<file path="config.mk">
export PLATFORM = sky130hd
export DESIGN_NAME = alu_seq_flat
export DESIGN_NICKNAME = d
export VERILOG_FILES = /design/src/rtl/alu_seq_if.sv /design/src/rtl/alu_seq.sv /design/src/flat_wrapper.sv
export SDC_FILE = /design/constraint.sdc
export NUM_CORES = 1
export LEC_CHECK = 0
export ABC_AREA = 1
export ABC_CLOCK_PERIOD_IN_PS = 2800
export CORE_MARGIN = 4
export CORE_UTILIZATION = 59
export DETAILED_ROUTE_END_ITERATION = 8
export GPL_TIMING_DRIVEN = 0
export PLACE_DENSITY = 0.82
export SYNTH_ARGS = -nofsm -noshare
export SYNTH_HDL_FRONTEND = slang
export SYNTH_SLANG_ARGS = --single-unit
</file>
<file path="constraint.sdc">
create_clock -name clk -period 2.8 [get_ports clk]
set_clock_uncertainty 0.05 [all_clocks]
set_input_delay 0.56 -clock clk [delete_from_list [all_inputs] [get_ports clk]]
set_output_delay 0.56 -clock clk [all_outputs]
set_load 0.01 [all_outputs]
</file>
<file path="src/rtl/alu_seq_if.sv">
// ALU request/response bundle: the requester drives start/op/a/b, the ALU
// returns busy/done plus the registered result and {Z,N,C,V} flags.
interface alu_seq_if #(
  parameter int WIDTH = 16
);
  logic             start;
  logic [2:0]       op;
  logic [WIDTH-1:0] a;
  logic [WIDTH-1:0] b;
  logic             busy;
  logic             done;
  logic [WIDTH-1:0] result;
  logic [3:0]       flags;

  modport master (
    output start, op, a, b,
    input  busy, done, result, flags
  );

  modport slave (
    input  start, op, a, b,
    output busy, done, result, flags
  );
endinterface

</file>
<file path="src/rtl/alu_seq.sv">
// Sequential ALU: IDLE -> EXEC -> DONE for single-cycle ops, IDLE -> MUL ->
// DONE for the iterative shift-add multiplier. Flags are {Z,N,C,V}.
// Optional feature macro: ALU_MUL_EN builds the MUL state and multiplier;
// without it op=111 takes the EXEC path and yields result 0.
module alu_seq #(
  parameter int WIDTH = 16
) (
  input  logic       clk,
  input  logic       reset,
  alu_seq_if.slave   bus
);

  localparam logic [1:0] S_IDLE = 2'd0;
  localparam logic [1:0] S_EXEC = 2'd1;
`ifdef ALU_MUL_EN
  localparam logic [1:0] S_MUL  = 2'd2;
`endif
  localparam logic [1:0] S_DONE = 2'd3;

  localparam logic [2:0] OP_ADD = 3'b000;
  localparam logic [2:0] OP_SUB = 3'b001;
  localparam logic [2:0] OP_AND = 3'b010;
  localparam logic [2:0] OP_ORR = 3'b011;
  localparam logic [2:0] OP_EOR = 3'b100;
  localparam logic [2:0] OP_LSL = 3'b101;
  localparam logic [2:0] OP_LSR = 3'b110;
`ifdef ALU_MUL_EN
  localparam logic [2:0] OP_MUL = 3'b111;
  localparam int         CNT_W  = $clog2(WIDTH + 1);
`endif

  logic [1:0]       state_reg;
  logic [2:0]       op_reg;
  logic [WIDTH-1:0] a_reg;
  logic [WIDTH-1:0] b_reg;
  logic [WIDTH-1:0] result_reg;
  logic [3:0]       flags_reg;
  logic             busy_reg;
  logic             done_reg;

`ifdef ALU_MUL_EN
  // Full-width accumulator, left-shifting multiplicand, right-shifting multiplier.
  logic [2*WIDTH-1:0] acc_reg;
  logic [2*WIDTH-1:0] mcand_reg;
  logic [WIDTH-1:0]   mplier_reg;
  logic [CNT_W-1:0]   mul_cnt_reg;
`endif

  logic [WIDTH-1:0] exec_result;
  logic             exec_c;
  logic             exec_v;
  logic             exec_z;

  // Single-cycle datapath working purely from the latched operands.
  always_comb begin
    logic [WIDTH:0] sum_w;
    logic [WIDTH:0] diff_w;
    logic [WIDTH:0] shl_w;
    logic [WIDTH:0] shr_w;
    logic [3:0]     sh;
    sh          = b_reg[3:0];
    sum_w       = {1'b0, a_reg} + {1'b0, b_reg};
    diff_w      = {1'b0, a_reg} - {1'b0, b_reg};
    // Extra bit catches the last bit shifted out; it stays 0 for a zero shift.
    shl_w       = {1'b0, a_reg} << sh;
    shr_w       = {a_reg, 1'b0} >> sh;
    exec_result = '0;
    exec_c      = 1'b0;
    exec_v      = 1'b0;
    case (op_reg)
      OP_ADD: begin
        exec_result = sum_w[WIDTH-1:0];
        exec_c      = sum_w[WIDTH];
        exec_v      = (a_reg[WIDTH-1] == b_reg[WIDTH-1]) &&
                      (sum_w[WIDTH-1] != a_reg[WIDTH-1]);
      end
      OP_SUB: begin
        exec_result = diff_w[WIDTH-1:0];
        exec_c      = ~diff_w[WIDTH];
        exec_v      = (a_reg[WIDTH-1] != b_reg[WIDTH-1]) &&
                      (diff_w[WIDTH-1] != a_reg[WIDTH-1]);
      end
      OP_AND: exec_result = a_reg & b_reg;
      OP_ORR: exec_result = a_reg | b_reg;
      OP_EOR: exec_result = a_reg ^ b_reg;
      OP_LSL: begin
        exec_result = shl_w[WIDTH-1:0];
        exec_c      = shl_w[WIDTH];
      end
      OP_LSR: begin
        exec_result = shr_w[WIDTH:1];
        exec_c      = shr_w[0];
      end
      default: begin
        // op=111 reaching EXEC (multiplier not built) yields zero.
        exec_result = '0;
      end
    endcase
    exec_z = (exec_result == '0);
  end

  // Control FSM, operand latching, multiplier iteration and output registers.
  always_ff @(posedge clk) begin
    if (reset) begin
      state_reg   <= S_IDLE;
      op_reg      <= '0;
      a_reg       <= '0;
      b_reg       <= '0;
      result_reg  <= '0;
      flags_reg   <= 4'b0000;
      busy_reg    <= 1'b0;
      done_reg    <= 1'b0;
`ifdef ALU_MUL_EN
      acc_reg     <= '0;
      mcand_reg   <= '0;
      mplier_reg  <= '0;
      mul_cnt_reg <= '0;
`endif
    end else begin
      case (state_reg)
        S_IDLE: begin
          done_reg <= 1'b0;
          if (bus.start) begin
            op_reg   <= bus.op;
            a_reg    <= bus.a;
            b_reg    <= bus.b;
            busy_reg <= 1'b1;
`ifdef ALU_MUL_EN
            if (bus.op == OP_MUL) begin
              state_reg   <= S_MUL;
              acc_reg     <= '0;
              mcand_reg   <= {{WIDTH{1'b0}}, bus.a};
              mplier_reg  <= bus.b;
              mul_cnt_reg <= '0;
            end else begin
              state_reg <= S_EXEC;
            end
`else
            state_reg <= S_EXEC;
`endif
          end
        end
        S_EXEC: begin
          result_reg <= exec_result;
          flags_reg  <= {exec_z, exec_result[WIDTH-1], exec_c, exec_v};
          done_reg   <= 1'b1;
          state_reg  <= S_DONE;
        end
`ifdef ALU_MUL_EN
        S_MUL: begin
          // WIDTH iteration cycles, then one cycle to register the product.
          if (mul_cnt_reg == CNT_W'(WIDTH)) begin
            result_reg <= acc_reg[WIDTH-1:0];
            flags_reg  <= {(acc_reg[WIDTH-1:0] == '0), acc_reg[WIDTH-1],
                           (acc_reg[2*WIDTH-1:WIDTH] != '0), 1'b0};
            done_reg   <= 1'b1;
            state_reg  <= S_DONE;
          end else begin
            if (mplier_reg[0]) begin
              acc_reg <= acc_reg + mcand_reg;
            end
            mcand_reg   <= mcand_reg << 1;
            mplier_reg  <= mplier_reg >> 1;
            mul_cnt_reg <= mul_cnt_reg + 1'b1;
          end
        end
`endif
        default: begin
          // DONE: one-cycle pulse, then back to IDLE; start here is ignored.
          done_reg  <= 1'b0;
          busy_reg  <= 1'b0;
          state_reg <= S_IDLE;
        end
      endcase
    end
  end

  assign bus.busy   = busy_reg;
  assign bus.done   = done_reg;
  assign bus.result = result_reg;
  assign bus.flags  = flags_reg;

endmodule

</file>
<file path="src/flat_wrapper.sv">
// flat-port wrapper written by rule: the top's interface ports become plain ports
module alu_seq_flat 
#(
  parameter int WIDTH = 16
)
  (clk, reset, bus_start, bus_op, bus_a, bus_b, bus_busy, bus_done, bus_result, bus_flags);
  alu_seq_if #(.WIDTH(WIDTH)) bus_i ();
  input  logic clk;
  input  logic reset;
  input wire logic [$bits(bus_i.start)-1:0] bus_start;
  input wire logic [$bits(bus_i.op)-1:0] bus_op;
  input wire logic [$bits(bus_i.a)-1:0] bus_a;
  input wire logic [$bits(bus_i.b)-1:0] bus_b;
  output wire logic [$bits(bus_i.busy)-1:0] bus_busy;
  output wire logic [$bits(bus_i.done)-1:0] bus_done;
  output wire logic [$bits(bus_i.result)-1:0] bus_result;
  output wire logic [$bits(bus_i.flags)-1:0] bus_flags;
  assign bus_i.start = bus_start;
  assign bus_i.op = bus_op;
  assign bus_i.a = bus_a;
  assign bus_i.b = bus_b;
  assign bus_busy = bus_i.busy;
  assign bus_done = bus_i.done;
  assign bus_result = bus_i.result;
  assign bus_flags = bus_i.flags;
  alu_seq #(.WIDTH(WIDTH)) u_core (.clk(clk), .reset(reset), .bus(bus_i));
endmodule
</file>
---- Word level (Yosys, flattened, before mapping) ----
Index checks and enable logic that the tools add are counted.
operators by class
  add/sub/neg operators ................... 2
  equality and inequality tests ........... 12
  shifts and indexed selects .............. 2
  multiplexer cells ....................... 8
  bitwise gates (word level) .............. 5
  reduce and logical (&&, ||, !) cells .... 7
operators with widths
  cell                count
  $pmux 16 s7         1
  $add 16x16->17      1
  $shl 16x4->17       1
  $shr 17x4->17       1
  $sub 16x16->17      1
  $and 16x16->16      1
  $logic_not 16->1    1
  $or 16x16->16       1
  $xor 16x16->16      1
  $eq 3x3->1 const B  3
  $eq 3x2->1 const B  2
  $pmux 1 s2          2
  $pmux 1 s4          1
  $pmux 2 s2          1
  $reduce_and 2->1    2
  $eq 3x1->1 const B  1
  $logic_not 3->1     1
  $ne 1x1->1          3
  $eq 2x1->1 const B  1
  $logic_and 1x1->1   2
  $logic_not 2->1     1
  $mux 1              2
  $mux 2              1
  $ne 2x2->1 const B  1
  2 further kinds     3
word-level totals
  flip-flop bits (word level) ............. 59
  word-level logic and storage cells ...... 44

---- Longest topological paths before layout ----
Gate-level depths: netlist (run 1).
  depth in word-level cells ............... 4
  gate-level depth with buffers ........... 20

---- Least setup slack after synthesis (run 1) ----
Ideal clock, no wire load.
  path type ............................... register to register
  start ................................... register u_core.b_reg[2]
  end ..................................... register u_core.flags_reg[3], in the netlist u_core.bus.flags[3]
  arrival ................................. 2364 ps
  slack ................................... 316 ps
  stages on the path, launching flop included .. 19
  buffers on the path ..................... 3
  period minus slack after synthesis ...... 2484 ps
  cell sequence ........................... dfxtp_1 buf_2 inv_1 buf_2 buf_2 ha_1 inv_1 nand2_1 nand2_1 nand3_1 nand2_1 nand3_1 a21oi_1 nor2_1 nor2_1 nand2_1 nor2_1 nand3_1 a21oi_1
between the ends
  longest elaborated chain between the ends .. 3
RTL lines
  item                                    line            text
  start, declared                         alu_seq.sv:35   logic [WIDTH-1:0] b_reg;
  start signal, assigned                  alu_seq.sv:126  b_reg <= bus.b;
  $sub 16x16->17 (tied with other cells)  alu_seq.sv:63   diff_w = {1'b0, a_reg} - {1'b0, b_reg};
  $pmux 16 s7 (*)                         alu_seq.sv:70   case (op_reg)
  $logic_not 16->1 (*)                    alu_seq.sv:99   exec_z = (exec_result == '0);
  end signal, assigned                    alu_seq.sv:145  flags_reg <= {exec_z, exec_result[WIDTH-1], exec_c, exec_v};
  end, declared                           alu_seq.sv:37   logic [3:0] flags_reg;
Mark *: on every way between the ends. The rest lies on a longest branch, timed or not.
A chain may end at the register's enable or synchronous reset.

---- Worst setup path in the final report (run 1) ----
  start ................................... register u_core.b_reg[3]
  end ..................................... register u_core.flags_reg[3], in the netlist u_core.bus.flags[3]
Same word-level chain as after synthesis.

==> run summary, run 1 <==
The signed area change from the synthesized netlist to the final layout is 19.5%. Of all nets on the critical path, the largest fanout is 7. The most used flip-flop cell after synthesis is dfxtp_1.

The global-route wire length before repair came out at 35.6 mm. The number of nets in the finished design came out at 1251. The post-layout minimum cycle time came out at roughly 2700 ps. The top-level I/O count is 60.

The proportion of netlist area held by the largest area contributor is between 15 and 20%. In the routed design, unresolved DRC markers number 0. In this run the most critical hold path is launched from u_core.bus.flags[1]. After routing, the total negative slack on setup checks comes to 0 ps. The post-synthesis net count is 1176. The total congestion overflow came out at 0. The final design area excluding fillers is approximately 7300 µm².

By startpoint and endpoint, the worst setup path is classified as flip-flop to flip-flop. The delay contributed by the slowest stage of the critical path came out at 440 ps. The number of antenna violations at the first check in global routing is 0.

At the end of routability-driven placement, the weighted congestion stood at 1.12. The initial cell density of the core came out at ~61%. The global router's overall resource usage came out at 38.9%. The cell area that synthesis handed to floorplanning was 6080 µm². STA puts the critical path data required time at 3040 ps. Measured along the x axis, the die boundary spans approximately 110 µm.

The number of buffers added by the clock tree synthesis step is 9. The count of flip-flops with a built-in enable after synthesis came out at 0. The cell seen most often among critical-path stages is nand2_1. The number of nets with antenna violations after detailed routing is 0. The maximum VDD drop is 272 µV. The dominant combinational cell family by area after synthesis is simple AND/OR/NAND/NOR gates.

For the worst-skew pair, the clock arrives at the later sink with an insertion delay of 370 ps. Synthesis inferred between 50 and 60 register bits. The number of warning messages in the yosys log is 0. The via count came out at around 8000. The number of detailed-route iterations in the first pass is 9. The H-tree depth is 3. The standard cell with the maximum stage delay on the critical path is dfxtp_1. The worst slack on hold paths came out at 421 ps. The worst endpoint data arrival time is 2980 ps. The number of failing hold endpoints at the final stage came out at 0. The flow ran to the end, and the final reports show no timing, DRC or antenna violations.

The sequential-to-total area share from yosys stat is a little under a fifth. The violation count after the first detailed-route iteration is 1199. The worst max-slew margin expressed relative to the limit is 49.0%. The tree built by TritonCTS fans out to 58 sinks.

The biggest area contributor in the post-synthesis netlist is nand2_1. The count of port buffers added during placement came out at 58. After layout, the design draws a total of 0.00349 W. For the pin with the worst max-slew slack, the measured transition is 766 ps. The post-synthesis cell count is 1084. Yosys mapped the design onto 29 distinct sky130hd cell types. The synthesized netlist devotes less than 1% of its cell area to XOR and XNOR gates. Detailed placement finished with a half-perimeter wire length of 18.0 mm. The overall routed net length came out at approximately 23 mm. The tree is rooted in a clkbuf_8. The worst hold path belongs to the class flip-flop to flip-flop. The synthesized area divided by synthesized cell count came out at roughly 5.6 µm². The critical path goes through inv_1, ha_1, nor2_1, nand3_1, nand3_4, nand2_1, nand2_1, nand2_1, nand3_2, nand2_2, nor2_4, nand2_1, nor2_1, nand3_1, a21oi_1. Dividing total power by cell area gives a power density of 481 nW/µm². The maximum root-to-sink buffer count is 2. The area fraction in compound gates after synthesis is 14.1%.

The number of endpoints failing setup at the final stage came out at 0. The startpoint identified for the worst register-to-register timing path is u_core.b_reg[3]. Summing the areas of all fa, ha and maj instances in the mapped netlist gives 11.4% of the synthesized area.

The register clock-pin slew on the reported worst setup and hold paths is about 90 ps. The standby leakage power came out at about 3.7 nW. For this run, the top clock speed supported by timing is about 370 MHz.

The average wire per cell in the routed design came out at 18.0 µm. The initialized floorplan defines 36 standard-cell rows. The async set-reset flop share out of synthesis came out at 0%.

By area the synthesized netlist is led by nand2_1 (19%), dfxtp_1 (19%), nand3_1 (13%), ha_1 (11%), inv_1 (7.9%). The simple-gate portion of the synthesized area is about 43%. TritonCTS built the clock tree. The instance area after placement came out at 6820 µm². The cell family contributing the most delay on the critical path is simple AND/OR/NAND/NOR gates. The fraction of layout cells with a size suffix above 1 came out at 9.63%. The critical path startpoint is u_core.b_reg[3].

Across the run, the number of max-cap violations was 0. The number of antenna repair diodes came out at 0. STA classifies the critical path endpoint as a flip-flop. Measured against the total synthesized area, the mux share comes to 0%. The via count of the first global-routing pass is a little under 7000. The number of buffer and inverter stages on the critical path is 1. The number of max-slew violations in the final report came to 0. STA classifies the critical path startpoint as a flip-flop. The average via count per standard cell is 6.01.

The pin count of the biggest net entering global routing is 14. The full die area came out at 12000 µm². The die outline height came out at between 100 and 150 µm. The core utilization of the finished layout is 73.3%. The region available for standard cell placement spans 9910 µm². The part of the cycle the worst path needs came out at 97.8%.
report_power, final:
group / switching, W / internal (W) / total (W)
logic: 0.00113 / 0.000582 / 0.00171
clock network: 0.000390 / 0.000405 / 0.000795
registers: 0.0000832 / 0.000903 / 0.000986
worst reg2reg max path, stage by stage, from the launching register on:
cell,delay (ps)
dfxtp_1,440
inv_1,170
ha_1,430
nor2_1,320
nand3_1,190
nand3_4,180
nand2_1,90
nand2_1,60
nand2_1,60
nand3_2,80
nand2_2,70
nor2_4,130
nand2_1,70
nor2_1,100
nand3_1,90
a21oi_1,120
cell type report:
type,count,area (µm²)
sequential,58,1170
tap,133,166
timing repair buffer,64,626
clock inverter,5,56.3
clock buffer,10,128
buffer,51,292
inverter,134,503
multi-input combinational,841,4320
fill,885,2650
placed cells by master (no fill, tap or decap), types with 13 or more instances in the layout:
cell type,instances
nor2_2,14
a21oi_1,75
nand2_2,13
o211ai_1,13
ha_1,50
clkbuf_1,22
nand2_1,303
buf_2,17
nor2_1,111
nand3_1,153
dfxtp_1,50
inv_1,126
o21ai_0,60
clkdlybuf4s50_1,58
kinds of logic (layout without fill, tap and decap cells):
kind of cell    count (synthesis)  in the layout
xor+xnor                        1              1
fa+ha+maj                      54             54
compound gates                162            162
simple gates                  624            624
flops                          58             58
buf+inv                       185            264
Yosys cell counts, drive strengths merged (7+ instances only):
| cell type | n |
|---|---|
| clkbuf | 21 |
| dfxtp | 58 |
| nor2 | 128 |
| nand4 | 7 |
| inv | 133 |
| nand3 | 160 |
| o21ai | 63 |
| o211ai | 13 |
| a21oi | 79 |
| buf | 30 |
| nand2 | 316 |
| ha | 52 |
what timing repair did:
item,in CTS,in global routing
gates resized for setup,21,49
buffers inserted,2,4
pin swaps,2,11
hold buffers,0,0
hold endpoints to repair,0,0
endpoints found under the setup margin,13,11
per-stage QoR:
step | instances | setup slack [ps]
6_report | 1296 | 60.4
5_1_grt | 1296 | -81.1
4_1_cts | 1292 | 5.75
3_5_place_dp | 1275 | -416
3_3_place_gp | 1275 | -376
2_1_floorplan | 1084 | 316
routing by layer:
metal | global-route usage, % | share of wire (%)
met5 | 0 | 0
met4 | 23.2 | 7.2
met3 | 12.3 | 14
met2 | 56.3 | 41
met1 | 50.3 | 37
final timing paths:
| check | end | slack (ps) | cells after the start |
|---|---|---|---|
| worst min register to register | u_core.bus.flags[1] | 420 | 2 |
| worst max register to register | u_core.bus.flags[3] | 60 | 15 |
| worst max-delay path | u_core.bus.flags[3] | 60 | 15 |
| worst min-delay path | u_core.bus.flags[1] | 420 | 2 |
(Power assumes the default switching activity.)
==> run 2, diff against run 1 <==
- CORE_UTILIZATION: 59 -> 30
- PLACE_DENSITY: 0.82 -> unset
==> run 2 against run 1 <==
Compared with the run above: global-route usage is 16 points lower; clock power is 58% higher; flip-flop and latch count unchanged; die area rose by 89%; power increased by 12%; wire length increased by 8.4%; design area up 5.0%; maximum frequency increased by 2.5%; sequential power about the same; first-iteration DRC count is 41% lower; combinational power hardly changed; sequential share of layout area is 0.64 points lower; critical path type unchanged; largest cell class unchanged; highest routed layer unchanged.
==> run summary, run 2 (synthesis gave the netlist of run 1 again) <==
The run finished with clean final reports. The number of buffers added by the clock tree synthesis step is 9 (unchanged). The maximum achievable frequency was 374 MHz (+2.5%). The hold buffer count at CTS came out at 0 (unchanged). The highest net fanout along the worst path is 8 (+1). From synthesis to final layout, the design area changed by 25.5%. The count of port buffers added during placement is 58 (unchanged). The post-layout minimum cycle time is 2670 ps (-67.2 ps). The full die area is 22600 µm² (+89%). The standby leakage power is 3.78 nW (+2.7%). The fraction of layout cells with a size suffix above 1 is 10.3% (+0.71 points).

The pin count of the biggest net entering global routing came to 14 (unchanged). The final RePlAce weighted congestion is 0.982 (-13%). The number of antenna violations at the first check in global routing is 0 (unchanged). The required arrival time at the worst endpoint is 3020 ps (-20 ps).

The critical path starts at u_core.a_reg[12]. The number of max-slew violations in the final report is 0 (unchanged). The register clock-pin slew on the reported worst setup and hold paths came to 60 ps (-30 ps).

The via count of the first global-routing pass came out at 6962 (+1.8%). The detailed placer's ending HPWL is 20.3 mm (+13%). The H-tree depth came out at 3 (unchanged). The CTS root buffer is clkbuf_16.

The number of cells traversed by the worst register-to-register path came out at 14 (-1). The worst setup path is captured at a flip-flop. The number of antenna repair diodes was 0 (unchanged). The via count came out at 7425 (-4.6%). The number of nets with antenna violations after detailed routing is 0 (unchanged). The setup path with the least slack is of type flip-flop to flip-flop. The number of nets in the finished design is 1257 (+0.48%). The average wire per cell in the routed design came out at 17.6 µm (-2.1%). The launching point of the worst reg2reg path is u_core.a_reg[12].

The worst max-slew margin expressed relative to the limit is 51.4% (+2.5 points). The clock net sink count came out at 58 (unchanged). The die boundary width came out at 150 µm (+37%). The number of endpoints failing setup at the final stage is 0 (unchanged). The worst slack on hold paths came to 415 ps (-5.22 ps). The die outline height is 150 µm (+37%). The violation count after the first detailed-route iteration is 708 (-41%). The top-level I/O count came out at 60 (unchanged). The maximum root-to-sink buffer count came to 2 (unchanged). The slack of the worst reg-to-reg path is 130 ps (+70 ps). The kind of start point of the critical path is a flip-flop. The transition time at the pin with the least slew margin came to 729 ps (-36.8 ps). TritonCTS built the clock tree. The top cell types in the final layout, fill and taps aside, are nand2_1 (306), nand3_1 (156), inv_1 (123). The initial cell density of the core came out at 30.8% (-31 points). The total congestion overflow came out at 0 (unchanged). The part of the cycle the worst path needs came to 95.4% (-2.4 points). The min-delay analysis places its worst path in the category flip-flop to flip-flop. The number of failing hold endpoints at the final stage came out at 0 (unchanged).

The worst register-to-register path ends at u_core.bus.flags[3]. The average via count per standard cell came out at 5.17 (-14%). Leaving out fill and tap cells, the most frequent cell in the layout is nand2_1.

The worst endpoint data arrival time is 2900 ps (-80 ps). The final design area excluding fillers came out at 7630 µm² (+5.0%). The remaining routing DRC violations is 0 (unchanged). The number of max-capacitance violations reported is 0 (unchanged).

The critical path ends at u_core.bus.flags[3]. The global-route wire length before repair is 38.8 mm (+8.9%). The instance area after placement came out at 6990 µm² (+2.4%). The global router's overall resource usage is 22.4% (-16 points). The power density over the cells was 514 nW/µm² (+6.9%). The maximum VDD drop is 239 µV (-12%). The overall routed net length is 25.2 mm (+8.4%).

The cell row count is 51 (+42%). The core region area came to 19700 µm² (+99%). The number of detailed-route iterations in the first pass is 6 (-3). The clock latency on the worst-skew pair was 340 ps (-30 ps).
[run 2: worst max-delay path, cell delays in order (launching register included)]
cell and delay, ps:
dfxtp_2 410, inv_1 90, ha_1 270, buf_2 190, inv_1 180, nor2_1 80, nor3_2 320, nand3_1 140
nor2_2 220, nand2_1 80, nor2_1 200, nand2_1 80, nor2_1 80, nand3_1 80, a21oi_1 140
[run 2: worst min-delay path by stage]
stage	from	endpoint	slack, ps	cells after the start
floorplan	u_core.state_reg[0]	u_core.bus.done	420	2
global placement	u_core.bus.flags[3]	u_core.bus.flags[3]	420	2
detailed placement	u_core.bus.flags[3]	u_core.bus.flags[3]	410	2
CTS	u_core.bus.flags[3]	u_core.bus.flags[3]	420	2
global route	u_core.bus.flags[3]	u_core.bus.flags[3]	440	2
finish	u_core.bus.flags[3]	u_core.bus.flags[3]	420	2
[run 2: stage by stage]
stage	setup WS (ps)	TNS, ps	util, %	cells	total power (W)
3_5_place_dp	-581	-3300	35.4	1407	0.00253
6_report	128	0	38.7	1435	0.00392
3_3_place_gp	-588	-3620	35.4	1407	0.00253
4_1_cts	8.49	0	37.6	1425	0.00383
5_1_grt	-15.5	-15.5	38.7	1435	0.00416
2_1_floorplan	316	0	-	1084	0.00199
[run 2: power by group]
group	internal [W]	leakage [nW]	switching, W
Combinational	0.000581	3.13	0.00110
Sequential	0.000905	0.484	0.0000841
Clock	0.000828	0.163	0.000429
[run 2: final cells by class]
class | instances | area [µm²]
flip-flops and latches | 58 | 1180
multi-input cells | 841 | 4300
repair buffers | 70 | 671
clock buffers | 12 | 256
clock inverters | 4 | 73.8
plain buffers | 51 | 303
well taps | 265 | 332
inverters | 134 | 510
fillers | 2181 | 12100
[run 2: repair_timing]
item / 4_1_cts / 5_1_grt
gates cloned: 0 / 0
buffers inserted: 2 / 10
pin swaps: 3 / 12
resized for setup: 22 / 57
endpoints found under the setup margin: 17 / 5
[run 2: metal layers]
layer	vias to the layer above	wire (µm)	global-route usage (%)
li1	3644	-	-
met4	0	1040	9.10
met5	-	0	0
met2	284	11700	37.2
met1	3430	10800	28.7
met3	67	1700	4.12
